`config.mk`:
```
export PLATFORM = sky130hd
export DESIGN_NAME = lfsr_gen_flat
export DESIGN_NICKNAME = d
export VERILOG_FILES = /design/src/rtl/lfsr_gen_if.sv /design/src/rtl/lfsr_gen.sv /design/src/flat_wrapper.sv
export SDC_FILE = /design/constraint.sdc
export NUM_CORES = 1
export LEC_CHECK = 0
export BUFFER_PORTS_ARGS = -buffer_cell sky130_fd_sc_hd__buf_4
export CELL_PAD_IN_SITES_DETAIL_PLACEMENT = 0
export CELL_PAD_IN_SITES_GLOBAL_PLACEMENT = 1
export CORE_MARGIN = 2
export CORE_UTILIZATION = 40
export DETAILED_ROUTE_END_ITERATION = 10
export PLACE_DENSITY = 0.89
export SLEW_MARGIN = 20
export SYNTH_ARGS = -nofsm -noshare
export SYNTH_HDL_FRONTEND = slang
export SYNTH_SLANG_ARGS = --single-unit
```
`constraint.sdc`:
```
create_clock -name clk -period 2.3 [get_ports clk]
set_input_delay 0.23 -clock clk [delete_from_list [all_inputs] [get_ports clk]]
set_output_delay 0.23 -clock clk [all_outputs]
set_load 0.05 [all_outputs]
```
`src/rtl/lfsr_gen_if.sv`:
```
// lfsr_gen_if: bundle of the control and observation signals of lfsr_gen.
//
// Ports (signals carried by the interface):
//   load, seed          seed load request and value
//   en                  free-running step enable
//   burst_start,        burst request and its step count
//   burst_len
//   burst_busy          burst in progress (registered)
//   burst_done          one-cycle pulse after the final burst step
//   q                   serial PRBS bit (feedback of current state)
//   state               current LFSR state
//   wrap                one-cycle pulse when the sequence returns to its seed
//   seed_err            sticky flag: last load carried an all-zero seed
//   fsm_run             debug view of the burst FSM (1 = RUN)
//
// Handshake: burst_start is a single-cycle request sampled on the rising
// edge. It is accepted only while burst_busy is low, no load is present and
// burst_len is nonzero; otherwise it is silently dropped. burst_busy acts as
// the "not ready" indication for further requests, and burst_done marks
// completion. load and en have no handshake and act on the edge they are
// sampled high.
interface lfsr_gen_if #(
  parameter int WIDTH = 16,
  parameter int CNT_W = 16
);
  logic             load;
  logic [WIDTH-1:0] seed;
  logic             en;
  logic             burst_start;
  logic [CNT_W-1:0] burst_len;
  logic             burst_busy;
  logic             burst_done;
  logic             q;
  logic [WIDTH-1:0] state;
  logic             wrap;
  logic             seed_err;
  logic             fsm_run;

  modport master (
    output load, seed, en, burst_start, burst_len,
    input  burst_busy, burst_done, q, state, wrap, seed_err, fsm_run
  );

  modport slave (
    input  load, seed, en, burst_start, burst_len,
    output burst_busy, burst_done, q, state, wrap, seed_err, fsm_run
  );
endinterface

```
`src/rtl/lfsr_gen.sv`:
```
// lfsr_gen: parametrised Fibonacci LFSR with seed load, free-run enable,
// counted bursts with a done pulse, wrap detection and zero-seed guard.
//
// Ports:
//   clk   rising-edge clock
//   rst   synchronous active-high reset
//   bus   lfsr_gen_if.slave (load/seed/en/burst_* in; state/q/flags out)
module lfsr_gen #(
  parameter int               WIDTH      = 16,
  parameter logic [WIDTH-1:0] TAPS       = 16'hD008,
  parameter logic [WIDTH-1:0] RESET_SEED = {{(WIDTH-1){1'b0}}, 1'b1},
  parameter int               CNT_W      = 16
) (
  input logic        clk,
  input logic        rst,
  lfsr_gen_if.slave  bus
);

  typedef enum logic {IDLE, RUN} fsm_t;

  localparam logic [WIDTH-1:0] ONE_SEED = {{(WIDTH-1){1'b0}}, 1'b1};

  fsm_t             fsm_r, fsm_next;
  logic [CNT_W-1:0] rem_r, rem_next;
  logic             done_next;
  logic [WIDTH-1:0] state_r, ref_seed_r, state_step;
  logic             done_r, wrap_r, seed_err_r;
  logic             fb, step_now;

  assign fb         = ^(state_r & TAPS);
  assign state_step = {state_r[WIDTH-2:0], fb};
  // en during a burst is absorbed: at most one step per cycle either way.
  assign step_now   = bus.en | (fsm_r == RUN);

  // Burst FSM next-state. A load overrides everything (aborts a burst and
  // blocks a coincident start); reset is handled in the register process.
  always_comb begin
    fsm_next  = fsm_r;
    rem_next  = rem_r;
    done_next = 1'b0;
    unique case (fsm_r)
      IDLE: begin
        if (bus.burst_start && (bus.burst_len != '0)) begin
          fsm_next = RUN;
          rem_next = bus.burst_len;
        end
      end
      RUN: begin
        rem_next = rem_r - CNT_W'(1);
        if (rem_r == CNT_W'(1)) begin
          fsm_next  = IDLE;
          done_next = 1'b1;
        end
      end
      default: fsm_next = IDLE;
    endcase
    if (bus.load) begin
      fsm_next  = IDLE;
      rem_next  = '0;
      done_next = 1'b0;
    end
  end

  always_ff @(posedge clk) begin
    if (rst) begin
      fsm_r      <= IDLE;
      rem_r      <= '0;
      state_r    <= RESET_SEED;
      ref_seed_r <= RESET_SEED;
      done_r     <= 1'b0;
      wrap_r     <= 1'b0;
      seed_err_r <= 1'b0;
    end else begin
      fsm_r  <= fsm_next;
      rem_r  <= rem_next;
      done_r <= done_next;
      if (bus.load) begin
        wrap_r <= 1'b0;
        // A zero seed would lock the register; substitute 1 and flag it.
        if (bus.seed == '0) begin
          state_r    <= ONE_SEED;
          ref_seed_r <= ONE_SEED;
          seed_err_r <= 1'b1;
        end else begin
          state_r    <= bus.seed;
          ref_seed_r <= bus.seed;
          seed_err_r <= 1'b0;
        end
      end else if (step_now) begin
        state_r <= state_step;
        wrap_r  <= (state_step == ref_seed_r);
      end else begin
        wrap_r <= 1'b0;
      end
    end
  end

  assign bus.state      = state_r;
  assign bus.q          = fb;
  assign bus.burst_busy = (fsm_r == RUN);
  assign bus.burst_done = done_r;
  assign bus.wrap       = wrap_r;
  assign bus.seed_err   = seed_err_r;
  assign bus.fsm_run    = (fsm_r == RUN);

endmodule

```
`src/flat_wrapper.sv`:
```
// flat-port wrapper written by rule: the top's interface ports become plain ports
module lfsr_gen_flat 
#(
  parameter int               WIDTH      = 16,
  parameter logic [WIDTH-1:0] TAPS       = 16'hD008,
  parameter logic [WIDTH-1:0] RESET_SEED = {{(WIDTH-1){1'b0}}, 1'b1},
  parameter int               CNT_W      = 16
)
  (clk, rst, bus_load, bus_seed, bus_en, bus_burst_start, bus_burst_len, bus_burst_busy, bus_burst_done, bus_q, bus_state, bus_wrap, bus_seed_err, bus_fsm_run);
  lfsr_gen_if #(.WIDTH(WIDTH), .CNT_W(CNT_W)) bus_i ();
  input logic clk;
  input logic rst;
  input wire logic [$bits(bus_i.load)-1:0] bus_load;
  input wire logic [$bits(bus_i.seed)-1:0] bus_seed;
  input wire logic [$bits(bus_i.en)-1:0] bus_en;
  input wire logic [$bits(bus_i.burst_start)-1:0] bus_burst_start;
  input wire logic [$bits(bus_i.burst_len)-1:0] bus_burst_len;
  output wire logic [$bits(bus_i.burst_busy)-1:0] bus_burst_busy;
  output wire logic [$bits(bus_i.burst_done)-1:0] bus_burst_done;
  output wire logic [$bits(bus_i.q)-1:0] bus_q;
  output wire logic [$bits(bus_i.state)-1:0] bus_state;
  output wire logic [$bits(bus_i.wrap)-1:0] bus_wrap;
  output wire logic [$bits(bus_i.seed_err)-1:0] bus_seed_err;
  output wire logic [$bits(bus_i.fsm_run)-1:0] bus_fsm_run;
  assign bus_i.load = bus_load;
  assign bus_i.seed = bus_seed;
  assign bus_i.en = bus_en;
  assign bus_i.burst_start = bus_burst_start;
  assign bus_i.burst_len = bus_burst_len;
  assign bus_burst_busy = bus_i.burst_busy;
  assign bus_burst_done = bus_i.burst_done;
  assign bus_q = bus_i.q;
  assign bus_state = bus_i.state;
  assign bus_wrap = bus_i.wrap;
  assign bus_seed_err = bus_i.seed_err;
  assign bus_fsm_run = bus_i.fsm_run;
  lfsr_gen #(.WIDTH(WIDTH), .TAPS(TAPS), .RESET_SEED(RESET_SEED), .CNT_W(CNT_W)) u_core (.clk(clk), .rst(rst), .bus(bus_i));
endmodule
```
Word-level counts from Yosys, hierarchy flattened
Index checks and enable logic that the tools add are counted.

Flip-flop bits (word level): 52. Bits of input ports: 37. Output and inout port bits: 22. Logic and storage cells: 32.

$add $sub $neg: 1. Eq/ne operators: 3. Muxes and demuxes: 10. Bitwise gates (word level): 3. Reductions and logical operators: 8.

Operators with widths (number): 16-bit 2-to-1 mux (4); 16-bit case mux with 2 select lines (1); 16-bit by 1-bit == test with 1-bit output, second input constant (1); 16-bit == test (1); 16-bit logical NOT (1); 16-bit nonzero test (1); 16-bit parity (1); 16-bit by 1-bit subtractor with 16-bit output, second input constant (1); 3-bit OR reduction (2); 1-bit 2-to-1 mux (4); 2-bit by 1-bit != test with 1-bit output, second input constant (1); 1-bit inverter (2); 1-bit case mux with 2 select lines (1); 2-bit nonzero test (1); 2-bit OR reduction (1); 1-bit logical AND (1); 1-bit bitwise OR (1).

Logic depth before layout (Yosys ltp)
Gate-level depths: netlist of the first run.

Depth after elaboration: 4. Mapped depth: 6. Depth with buffers taken out: 6.

Worst setup path before layout of the first run
OpenSTA, ideal clock, no wires.

Kind: flip-flop to flip-flop. Start: reg u_core.state_r[12], in the netlist u_core.bus.state[12]. End: reg u_core.wrap_r, in the netlist u_core.bus.wrap. Setup time: 61 ps. Arrival: 2191 ps. Setup slack: 48 ps. Stages on the path, launching flop included: 5. Path buffers: 0. Period minus slack after synthesis: 2252 ps. Path through: dfxtp_1 -> xor2_1 -> xnor2_1 -> xnor2_1 -> and4_1.

Word-level cells in the longest chain between the ends: 2.

Ends and longest elaborated chain: from (decl) (RTL line lfsr_gen.sv:26) `logic [WIDTH-1:0] state_r, ref_seed_r, state_step;`; from (signal assigned) (RTL line lfsr_gen.sv:85) `state_r <= bus.seed;`; from (signal assigned) (RTL line lfsr_gen.sv:90) `state_r <= state_step;`; 16-bit parity (RTL line lfsr_gen.sv:30) `assign fb = ^(state_r & TAPS);`; net bus_q (RTL line flat_wrapper.sv:20) `output wire logic [$bits(bus_i.q)-1:0] bus_q;`; 16-bit == test (RTL line lfsr_gen.sv:91) `wrap_r <= (state_step == ref_seed_r);`; to (signal assigned) (RTL line lfsr_gen.sv:91); to (decl) (RTL line lfsr_gen.sv:27) `logic done_r, wrap_r, seed_err_r;`.

The timed path passes the listed nets, and every way through them passes these cells. A chain may end at the register's enable or synchronous reset.

Worst setup path in the final report of the first run
Start: reg u_core.rem_r[0]. End: reg u_core.rem_r[15].

Word-level cells in the longest chain between the ends: 2.

Ends and longest elaborated chain: from (decl) (RTL line lfsr_gen.sv:24) `logic [CNT_W-1:0] rem_r, rem_next;`; from (signal assigned) (RTL line lfsr_gen.sv:75) `rem_r <= rem_next;`; 16-bit by 1-bit subtractor with 16-bit output (RTL line lfsr_gen.sv:49) `rem_next = rem_r - CNT_W'(1);`; 16-bit case mux with 2 select lines (RTL line lfsr_gen.sv:41) `unique case (fsm_r)`.

Every way passes these cells.

==> key figures, run 1 <==
Synth
  – FFs w/ async S/R, synth: 0%
  – Ranking of synthesized cells by area: dfxtp_1 41%, a22o_1 5.1%, nand2_1 4.5%
  – Synth top area share: 40.63%
  – Largest family of logic cells by synthesized area: compound AO/OA/AOI/OAI gates
  – Cell variety after synth: 51
  – Mapped Cells: 280
  – Mux contribution to synthesized area: 4.736%
  – Adder-Cell Fraction of Synth Area: 0.9766%
  – Syn_area_per_cell: 9.152 sq um
  – Yosys warns: 0
  – Area of the mapped netlist: 2562 sq um
  – Sequential-to-total area share from yosys stat: 40.62%
  – Most frequent cells after synthesis: 52 x dfxtp_1, 31 x nand2_1, 19 x nor2_1
  – Synth Area in Simple Gates: 21.24%
  – EDFF count, synth: 0
  – Most common cell in the netlist: dfxtp_1
  – Compound-cell area share of the yosys netlist: 21.39%
  – #FFs+latches synth: 52
  – Yosys top cell by area: dfxtp_1
  – Syn Nets: 319
  – Prevailing post-synth register cell: dfxtp_1
  – Xor and xnor area share after synthesis: 7.178%

Timing
  – Setup TNS: 0 ns
  – Hold WS: 0.1354 ns
  – Fmax: 0.5203 GHz
  – Slew Limit Fails: 0
  – Worst slew margin: 49.68%
  – Final Hold Viols: 0
  – Setup ws final: 0.3779 ns
  – Clk_skew: 0.01354 ns
  – # setup viols final: 0
  – RSZ-0062 raised after global routing: false
  – Worst Tran Pin Value: 0.7491 ns
  – Final min period: 1.922 ns
  – Final worst path period share: 83.57%

Worst setup path
  – CP delay by family, top: simple AND/OR/NAND/NOR gates
  – Critical Path Start Type: register
  – Critical Path Max Stage Delay: 0.59 ns
  – CP cell instances: or4b_4 > nand3b_1 > or3_1 > a31oi_1
  – Crit. End Element: register
  – Critical path class: register to register
  – Worst Path Max Fanout: 8
  – Critical-path top delay cell: or4b_4
  – Arr. time, crit path: 2.17 ns
  – Buffers & Inverters on Critical Path: 0
  – Worst path required time: 2.55 ns

Routing
  – Initial DRC count: 121
  – Drt total wl: 6656 microns
  – DRC Markers: 0
  – TritonRoute pass-1 iters: 4
  – DRT antenna net count: 0
  – WL/cell: 16.00 microns
  – Vias/cell: 5.714
  – Via count: 2377

Worst hold path
  – Hold WC Path Type: primary input to register

CTS
  – H-Tree Depth: 2
  – CTS Sinks: 52
  – CTS Hold Bufs: 0
  – CTS tree: yes
  – Worst-case clock buffer depth: 2
  – Clock Latency Late Sink: 0.31 ns
  – CTS resizes: 0
  – Root Buffer: clkbuf_8
  – Reg clk slew, reported paths: 0.11 ns
  – Total CTS buffers: 5
  – Postcts setup bufs: 0

Pwr
  – P_int: 1.374 mW
  – Net Switching: 0.6543 mW
  – Pwr Density: 636.7 nW/um^2
  – Pwr Total: 2.028 mW
  – Combinational share of power: 23.1%
  – Power share of the clock group: 27.5%
  – VDD IR max: 0.3756 mV
  – Leak: 1.316 nW
  – Sequential share of power: 49.5%
  – Switch share: 32.26%

Final layout
  – Antenna diode count: 0
  – Nets: 377
  – Area grow syn2layout: 24.32%
  – Share of cells above drive strength 1: 27.14%

Placement
  – Post-Place Worst Slack: 0.2871 ns
  – GP Congestion: 0.8200
  – DP Wirelength: 4925 microns
  – Port bufs: 58

Job
  – Max_cap viols: 0

Die
  – IO Pins: 59
  – Die ar.: 7063 sq um
  – Cell Rows: 29
  – Die Height: 84.04 microns
  – Die width: 84.04 microns
  – Starting density of the core: 40.82%
  – Core region area: 6277 sq um

GRT
  – Largest net degree at the start of global routing: 25
  – Antenna violations before repair: 0
  – Grt ovf: 0
  – GRT Util Overall: 19.22%
  – Number of global-route vias before repair: 2208
  – First-pass GRT wire length: 11090 microns

Status
  – Status: complete, no violations
-- final timing paths --
kind | start | end | slack (ns) | cells after the start
setup / recovery | u_core.rem_r[0]$_SDFFE_PP0P_ | u_core.rem_r[15]$_SDFFE_PP0P_ | 0.38 | 4
hold / removal | bus_seed[12] | u_core.ref_seed_r[12]$_SDFFE_PP0P_ | 0.14 | 2
setup reg to reg | u_core.rem_r[0]$_SDFFE_PP0P_ | u_core.rem_r[15]$_SDFFE_PP0P_ | 0.38 | 4
hold reg to reg | u_core.ref_seed_r[7]$_SDFFE_PP0P_ | u_core.ref_seed_r[7]$_SDFFE_PP0P_ | 0.51 | 1
-- metal layers --
layer	up-vias	routed length [microns]	share of wire [%]	track usage, %
met5	-	0	0	0
met4	0	52	0.78	4.839
met3	5	342	5.1	3.759
met2	59	3064	46	29.51
met1	1151	3196	48	27.60
li1	1162	-	-	-
-- power groups by stage --
| stage | clock network, mW | registers (mW) | logic, mW |
|---|---|---|---|
| after floorplan | 0 | 1.08 | 0.237 |
| after global placement | 0 | 1.02 | 0.463 |
| after detailed placement | 0 | 1.02 | 0.468 |
| after CTS | 0.567 | 1.00 | 0.469 |
| after global routing | 0.599 | 1.01 | 0.506 |
| final | 0.557 | 1.00 | 0.468 |
-- worst register-to-register path, cell delays in order (launching register included) --
cell and delay [ns]:
dfxtp_1 0.37, or4b_4 0.60, nand3b_1 0.33, or3_1 0.41, a31oi_1 0.16
-- cells in the final DEF (no fill, tap or decap), drive strengths merged, types with 5 or more instances in the layout --
master  instances
buf            67
dfxtp          52
nand2          31
nor2           19
a22o           15
a21oi          13
xor2           11
xnor2          10
nor4           10
mux2            9
a311oi          7
inv             7
or4             6
a211oi          5
nor3            5
or3             5
nand3           5
clkbuf          5
-- cell type report --
type	count	area (sq um)
clock inverter	3	27.53
fill	605	3092
timing repair buffer	67	503.0
inverter	7	26.28
tap	77	96.34
multi-input combinational	205	1423
clock buffer	5	68.82
sequential	52	1041
-- flip-flops by register name (all words and copies together), names as in the netlist --
signal                 cells
u_core.bus.burst_busy      1
u_core.bus.burst_done      1
u_core.bus.seed_err        1
u_core.bus.state          16
u_core.bus.wrap            1
u_core.ref_seed_r         16
u_core.rem_r              16
-- kinds of logic after synthesis --
kind of cell / Yosys count
muxes: 11
AOI/OAI and AO/OA: 69
DFF: 52
adders and majority gates: 2
buffers and inverters: 23
and+or+nand+nor: 102
xor gates and xnor gates: 21
-- through the flow --
step	cells	area, sq um	utilization, %
finish	416	3186	50.75
global route	416	3186	50.75
floorplan	280	2562	-
detailed placement	408	3089	49.21
CTS	416	3186	50.75
global placement	408	3089	49.21
(Power assumes the default switching activity.)
==> inputs of run 2 (changes only) <==
Settings changed: ABC_AREA from default to 1, CORE_UTILIZATION 40 to 38.
Clock period 2.3 ns to 1.8 ns, I/O delays scaled along.
==> run 2 against run 1 <==
  * First-iteration DRC count decreased by 17%
  * Non-clock buffer count decreased by 2
  * Sequential power increased by 28%
  * Combinational power increased by 51%
  * Clock skew decreased by 0.0036 ns
  * Synthesized cell count increased by 52%
  * Critical path depth decreased by 1
  * Flip-flop and latch count unchanged
  * Largest cell class unchanged
==> key figures, run 2 <==
Synth
  – #FFs+latches synth: 52 (unchanged)
  – Mapped Cells: 425 (+52%)
  – Most frequent cells after synthesis: 134 x nand2_1, 52 x dfxtp_1, 51 x nor2_1
  – Cell variety after synth: 30 (-41%)
  – Sequential-to-total area share from yosys stat: 36.94% (-3.7 points)
  – EDFF count, synth: 0 (unchanged)
  – Synth top area share: 36.94% (-3.7 points)
  – Area of the mapped netlist: 2818 sq um (+10%)
  – Prevailing post-synth register cell: dfxtp_1
  – FFs w/ async S/R, synth: 0% (unchanged)
  – Yosys top cell by area: dfxtp_1
  – Yosys warns: 0 (unchanged)
  – Most common cell in the netlist: nand2_1
  – Syn Nets: 464 (+45%)
  – Ranking of synthesized cells by area: dfxtp_1 37%, nand2_1 18%, nor2_1 6.8%
  – Syn_area_per_cell: 6.630 sq um (-28%)

Worst hold path
  – Hold Crit Start: bus_seed[0]
  – Hold endpoint: u_core.ref_seed_r[0]$_SDFFE_PP1P_
  – Worst Hold Depth: 3 (+1)
  – Hold WC Path Type: primary input to register

Worst setup path
  – CP delay by family, top: XOR/XNOR gates
  – Critical path class: register to primary output
  – CP cell instances: xnor2_1 > xnor2_4 > buf_4
  – Critical-path top delay cell: xnor2_1
  – Worst r2r src: u_core.rem_r[0]$_SDFFE_PP0P_
  – Worst Path Max Fanout: 5 (-3)
  – FF-to-FF End: u_core.rem_r[12]$_SDFFE_PP0P_
  – Critical Path Start Type: register
  – R2R depth: 8 (+4)
  – Buffers & Inverters on Critical Path: 1 (+1)
  – Critical Path Max Stage Delay: 0.42 ns (-0.17 ns)
  – Crit. End Element: primary output
  – Worst path required time: 1.62 ns (-0.93 ns)
  – FF-to-FF setup slack: 0.24 ns (-0.14 ns)
  – Arr. time, crit path: 1.52 ns (-0.65 ns)
  – Critical path depth in cells: 3 (-1)

Final layout
  – Final Core Density: 47.64% (-3.1 points)
  – Commonest cells after routing, fill and taps aside: 134 x nand2_1, 65 x buf_4, 52 x dfxtp_1
  – Area grow syn2layout: 21.98%
  – Antenna diode count: 0 (unchanged)
  – Fillcell total: 762 (+26%)
  – Nets: 519 (+38%)
  – Share of cells above drive strength 1: 18.75% (-8.4 points)
  – Most common cell after layout, fill and taps aside: nand2_1

Routing
  – DRC Markers: 0 (unchanged)
  – DR WL met2: 3762 microns (+23%)
  – DRT antenna net count: 0 (unchanged)
  – TritonRoute pass-1 iters: 4 (unchanged)
  – Drt total wl: 7694 microns (+16%)
  – Metal3 WL: 387 microns (+13%)
  – Metal-1 WL: 3444 microns (+7.8%)
  – Via count: 2878 (+21%)
  – Top Metal Used: met4
  – WL/cell: 13.29 microns (-17%)
  – Initial DRC count: 100 (-17%)
  – Vias/cell: 4.971 (-13%)

Placement
  – Port bufs: 58 (unchanged)
  – DP Wirelength: 5889 microns (+20%)
  – GP Congestion: 0.8281 (+0.99%)

CTS
  – Total CTS buffers: 5 (unchanged)
  – Reg clk slew, reported paths: 0.10 ns (about the same)
  – Clock Latency Late Sink: 0.31 ns (about the same)
  – Root Buffer: clkbuf_8
  – CTS tree: yes
  – H-Tree Depth: 2 (unchanged)
  – CTS resizes: 0 (unchanged)
  – Postcts setup bufs: 0 (unchanged)
  – Worst-case clock buffer depth: 2 (unchanged)
  – CTS Sinks: 52 (unchanged)
  – CTS Hold Bufs: 0 (unchanged)

GRT
  – Grt ovf: 0 (unchanged)
  – GRT Util Overall: 19.51% (+0.29 points)
  – Largest net degree at the start of global routing: 31 (+24%)
  – First-pass GRT wire length: 13100 microns (+18%)
  – Antenna violations before repair: 0 (unchanged)
  – Number of global-route vias before repair: 2780 (+26%)

Die
  – Die Height: 90.11 microns (+7.2%)
  – Cell Rows: 31 (+6.9%)
  – Core region area: 7214 sq um (+15%)
  – Die width: 90.11 microns (+7.2%)
  – IO Pins: 59 (unchanged)
  – Die ar.: 8120 sq um (+15%)
  – Starting density of the core: 39.06% (-1.8 points)

Timing
  – Final worst path period share: 94.54%
  – # setup viols final: 0 (unchanged)
  – Clk_skew: 0.009895 ns (-0.003641 ns)
  – Final min period: 1.702 ns
  – Setup TNS: 0 ns (unchanged)
  – RSZ-0062 raised after global routing: false
  – Worst slew margin: 69.60% (+20 points)
  – Fmax: 0.5876 GHz
  – Slew Limit Fails: 0 (unchanged)
  – Final Hold Viols: 0 (unchanged)
  – Worst Tran Pin Value: 0.4555 ns (-0.2936 ns)

Job
  – Max_cap viols: 0 (unchanged)

Status
  – Status: complete, no violations

Pwr
  – VDD IR max: 0.2855 mV (-24%)
  – Leak: 1.545 nW (+17%)
  – Pwr Density: 770.4 nW/um^2 (+21%)
==> run 2: final cells by class <==
type / instances / area, sq um / share of cell area (%)
multi-input combinational: 317 / 1556 / 45.29
sequential: 52 / 1041 / 30.29
timing repair buffer: 65 / 488.0 / 14.20
clock inverter: 2 / 12.51 / 0.3640
inverter: 39 / 146.4 / 4.259
clock buffer: 5 / 68.82 / 2.002
tap: 99 / 123.9 / 3.604
==> run 2: per-layer routing <==
| layer | global-route usage (%) | vias to the layer above |
|---|---|---|
| met4 | 4.744 | 0 |
| met1 | 24.34 | 1290 |
| met2 | 34.90 | 83 |
| met3 | 3.353 | 10 |
| li1 | - | 1495 |
| met5 | 0 | - |
==> run 2: cell families after synthesis <==
family / after synthesis / share of synthesized area (%)
and+or+nand+nor: 232 / 34.19
AOI/OAI and AO/OA: 70 / 15.45
buffers and inverters: 56 / 8.215
DFF: 52 / 36.94
xor gates and xnor gates: 13 / 4.307
adders and majority gates: 2 / 0.8880
==> run 2: stage by stage <==
step	hold slack (ns)	worst slack (ns)	total power [mW]	std cells	instance area (sq um)
finish	0.1222	0.09822	2.648	579	3437
global route	0.1195	0.0008480	2.796	579	3437
floorplan	0.3203	0.08055	1.783	425	2829
CTS	0.1201	0.07986	2.665	579	3437
global placement	0.4421	0.2624	2.007	572	3356
detailed placement	0.4432	0.2627	2.012	572	3356
==> run 2: worst reg2reg max path, stage by stage, from the launching register on <==
cell and delay [ns]:
dfxtp_1 0.35, inv_1 0.12, ha_1 0.26, nand3_1 0.18, nor2_1 0.18, nand2_1 0.08, xor2_1 0.15, nand2_1 0.06
nand2_1 0.07
==> run 2: worst max path at each step <==
| stage | start | end | slack (ns) |
|---|---|---|---|
| floorplan | u_core.bus.state[14]$_SDFFE_PP0P_ | u_core.bus.wrap$_SDFF_PP0_ | 0.08 |
| global placement | bus_burst_len[5] | u_core.rem_r[4]$_SDFFE_PP0P_ | 0.26 |
| detailed placement | bus_burst_len[5] | u_core.rem_r[4]$_SDFFE_PP0P_ | 0.26 |
| CTS | u_core.bus.state[12]$_SDFFE_PP0P_ | bus_q | 0.08 |
| global route | u_core.bus.state[12]$_SDFFE_PP0P_ | bus_q | 0.0008 |
| finish | u_core.bus.state[12]$_SDFFE_PP0P_ | bus_q | 0.1 |
==> run 2: where the power goes <==
part / internal, mW / switching, mW / leakage [nW]
clock: 0.265 / 0.397 / 0.0400
sequential: 1.21 / 0.0662 / 0.427
combinational: 0.265 / 0.441 / 1.08
==> inputs of run 3 (changes only) <==
Settings changed: CTS_CLUSTER_SIZE from default to 24, PLACE_DENSITY 0.89 to default, PLACE_DENSITY_LB_ADDON from default to 0.1.
==> run 3 against run 2 <==
  * Largest power group unchanged
  * Count of clock-buffer cells in the layout increased by 1
  * Cell count increased by 0.69%
  * First-iteration DRC count decreased by 7.0%
  * Sequential share of layout area decreased by 0.34 points
  * Critical path type unchanged
  * Combinational power increased by 1%
  * Critical endpoint unchanged
==> key figures, run 3 (synthesis results as in run 2) <==
CTS
  – Clock Latency Late Sink: 0.31 ns (about the same)
  – Reg clk slew, reported paths: 0.10 ns (about the same)
  – Worst-case clock buffer depth: 2 (unchanged)
  – Postcts setup bufs: 0 (unchanged)
  – Total CTS buffers: 5 (unchanged)
  – H-Tree Depth: 2 (unchanged)
  – CTS tree: yes
  – CTS Sinks: 52 (unchanged)
  – CTS Hold Bufs: 0 (unchanged)
  – Root Buffer: clkbuf_8
  – CTS resizes: 0 (unchanged)

Routing
  – WL/cell: 13.97 microns (+5.1%)
  – Initial DRC count: 93 (-7.0%)
  – DRT antenna net count: 0 (unchanged)
  – TritonRoute pass-1 iters: 4 (unchanged)
  – Via count: 2857 (-0.73%)
  – Drt total wl: 8142 microns (+5.8%)
  – DRC Markers: 0 (unchanged)
  – Vias/cell: 4.901 (-1.4%)

Die
  – IO Pins: 59 (unchanged)
  – Core region area: 7214 sq um (unchanged)
  – Die width: 90.11 microns (unchanged)
  – Die Height: 90.11 microns (unchanged)
  – Die ar.: 8120 sq um (unchanged)
  – Starting density of the core: 39.06% (unchanged)
  – Cell Rows: 31 (unchanged)

Worst setup path
  – Critical path class: register to primary output
  – Crit. Startpoint: u_core.bus.state[14]$_SDFFE_PP0P_
  – FF-to-FF setup slack: 0.23 ns (about the same)
  – Arr. time, crit path: 1.45 ns (-0.07 ns)
  – Worst Path Max Fanout: 5 (unchanged)
  – Worst path required time: 1.62 ns (about the same)
  – Worst r2r src: u_core.bus.burst_busy$_SDFF_PP0_
  – R2R depth: 5 (-3)
  – Critical Path Start Type: register
  – Crit. End Element: primary output
  – FF-to-FF End: u_core.bus.state[10]$_SDFFE_PP0P_

Pwr
  – P_int: 1.796 mW (+2.9%)
  – Net Switching: 0.9295 mW (+2.9%)
  – Sequential share of power: 46.9% (-1.5 points)
  – Power share of the clock group: 26.8% (+1.8 points)
  – Pwr Density: 784.0 nW/um^2 (+1.8%)
  – Combinational share of power: 26.3% (-0.4 points)
  – VDD IR max: 0.2982 mV (+4.4%)
  – Leak: 1.563 nW (+1.2%)
  – Switch share: 34.11% (about the same)

Final layout
  – Nets: 522 (+0.58%)
  – Layout Cells excl Fill: 583 (+0.69%)
  – Commonest cells after routing, fill and taps aside: 134 x nand2_1, 68 x buf_4, 52 x dfxtp_1
  – Area grow syn2layout: 23.36%
  – Antenna diode count: 0 (unchanged)
  – Share of cells above drive strength 1: 19.42% (+0.67 points)
  – Most common cell after layout, fill and taps aside: nand2_1

Timing
  – Setup TNS: 0 ns (unchanged)
  – # setup viols final: 0 (unchanged)
  – Worst slew margin: 67.07% (-2.5 points)
  – Final worst path period share: 90.59% (-4.0 points)
  – Fmax: 0.6133 GHz (+4.4%)
  – Final Hold Viols: 0 (unchanged)
  – Slew Limit Fails: 0 (unchanged)
  – Worst Tran Pin Value: 0.4934 ns (+0.03787 ns)
  – Clk_skew: 0.005167 ns (-0.004728 ns)
  – Final min period: 1.631 ns (-0.07124 ns)
  – RSZ-0062 raised after global routing: false

Placement
  – Port bufs: 58 (unchanged)
  – Dpl cells: 575 (+0.52%)
  – DP Wirelength: 6074 microns (+3.1%)
  – GP Congestion: 0.8020 (-3.2%)

GRT
  – GRT Util Overall: 20.76% (+1.3 points)
  – Number of global-route vias before repair: 2803 (+0.83%)
  – Grt ovf: 0 (unchanged)
  – Largest net degree at the start of global routing: 31 (unchanged)
  – Antenna violations before repair: 0 (unchanged)
  – First-pass GRT wire length: 13770 microns (+5.2%)

Worst hold path
  – Hold endpoint: u_core.ref_seed_r[0]$_SDFFE_PP1P_
  – Worst Hold Depth: 3 (unchanged)
  – Hold WC Path Type: primary input to register
  – Hold Crit Start: bus_seed[0]

Job
  – Max_cap viols: 0 (unchanged)

Status
  – Status: complete, no violations
-- run 3: cell types whose count changed in the layout (fill, tap and decap cells not counted) --
cell and delta:
clkinv_2 -1, clkbuf_8 +1, buf_4 +3, clkinvlp_4 +1
-- run 3: power groups by stage --
stage / Combinational (mW) / Clock [mW] / Sequential [mW]
2_1_floorplan: 0.402 / 0 / 1.38
3_3_place_gp: 0.717 / 0 / 1.30
3_5_place_dp: 0.717 / 0 / 1.31
4_1_cts: 0.720 / 0.749 / 1.28
5_1_grt: 0.795 / 0.788 / 1.29
6_report: 0.716 / 0.731 / 1.28
-- run 3: how the worst max path moves through the flow --
stage / slack, ns / cells after the start / endpoint
2_1_floorplan: 0.08 / 4 / u_core.bus.wrap$_SDFF_PP0_
3_3_place_gp: 0.25 / 8 / u_core.rem_r[12]$_SDFFE_PP0P_
3_5_place_dp: 0.25 / 5 / u_core.bus.state[10]$_SDFFE_PP0P_
4_1_cts: 0.15 / 3 / bus_q
5_1_grt: 0.07 / 8 / u_core.rem_r[12]$_SDFFE_PP0P_
6_report: 0.17 / 3 / bus_q
-- run 3: routing by layer --
layer,up-vias,global-route usage (%),part of all wire [%]
met2,55,38.53,51
met1,1288,24.84,45
met4,0,5.385,1.3
met3,8,3.185,3.5
li1,1506,-,-
met5,-,0,0
-- run 3: through the flow --
step           hold WS (ns)  total power [mW]  instance area (sq um)  util [%]  setup slack (ns)
2_1_floorplan        0.3203             1.783                   2829         -           0.08055
6_report             0.1226             2.725                   3476     48.18            0.1695
4_1_cts              0.1253             2.749                   3476     48.18            0.1502
5_1_grt              0.1306             2.871                   3476     48.18           0.06719
3_5_place_dp         0.4483             2.023                   3378     46.83            0.2457
3_3_place_gp         0.4446             2.021                   3378     46.83            0.2456
-- run 3: worst max-delay path, stage by stage, from the launching register on --
cell and delay (ns):
dfxtp_1 0.37, xnor2_1 0.37, xnor2_4 0.18, buf_4 0.23
-- run 3: area by class of cell --
type / instances / area (sq um)
Timing Repair Buffer: 68 / 510.5
Inverter: 39 / 146.4
Clock buffer: 6 / 82.58
Clock inverter: 2 / 15.01
Fill cell: 810 / 3739
Multi-Input combinational cell: 317 / 1556
Tap cell: 99 / 123.9
Sequential cell: 52 / 1041
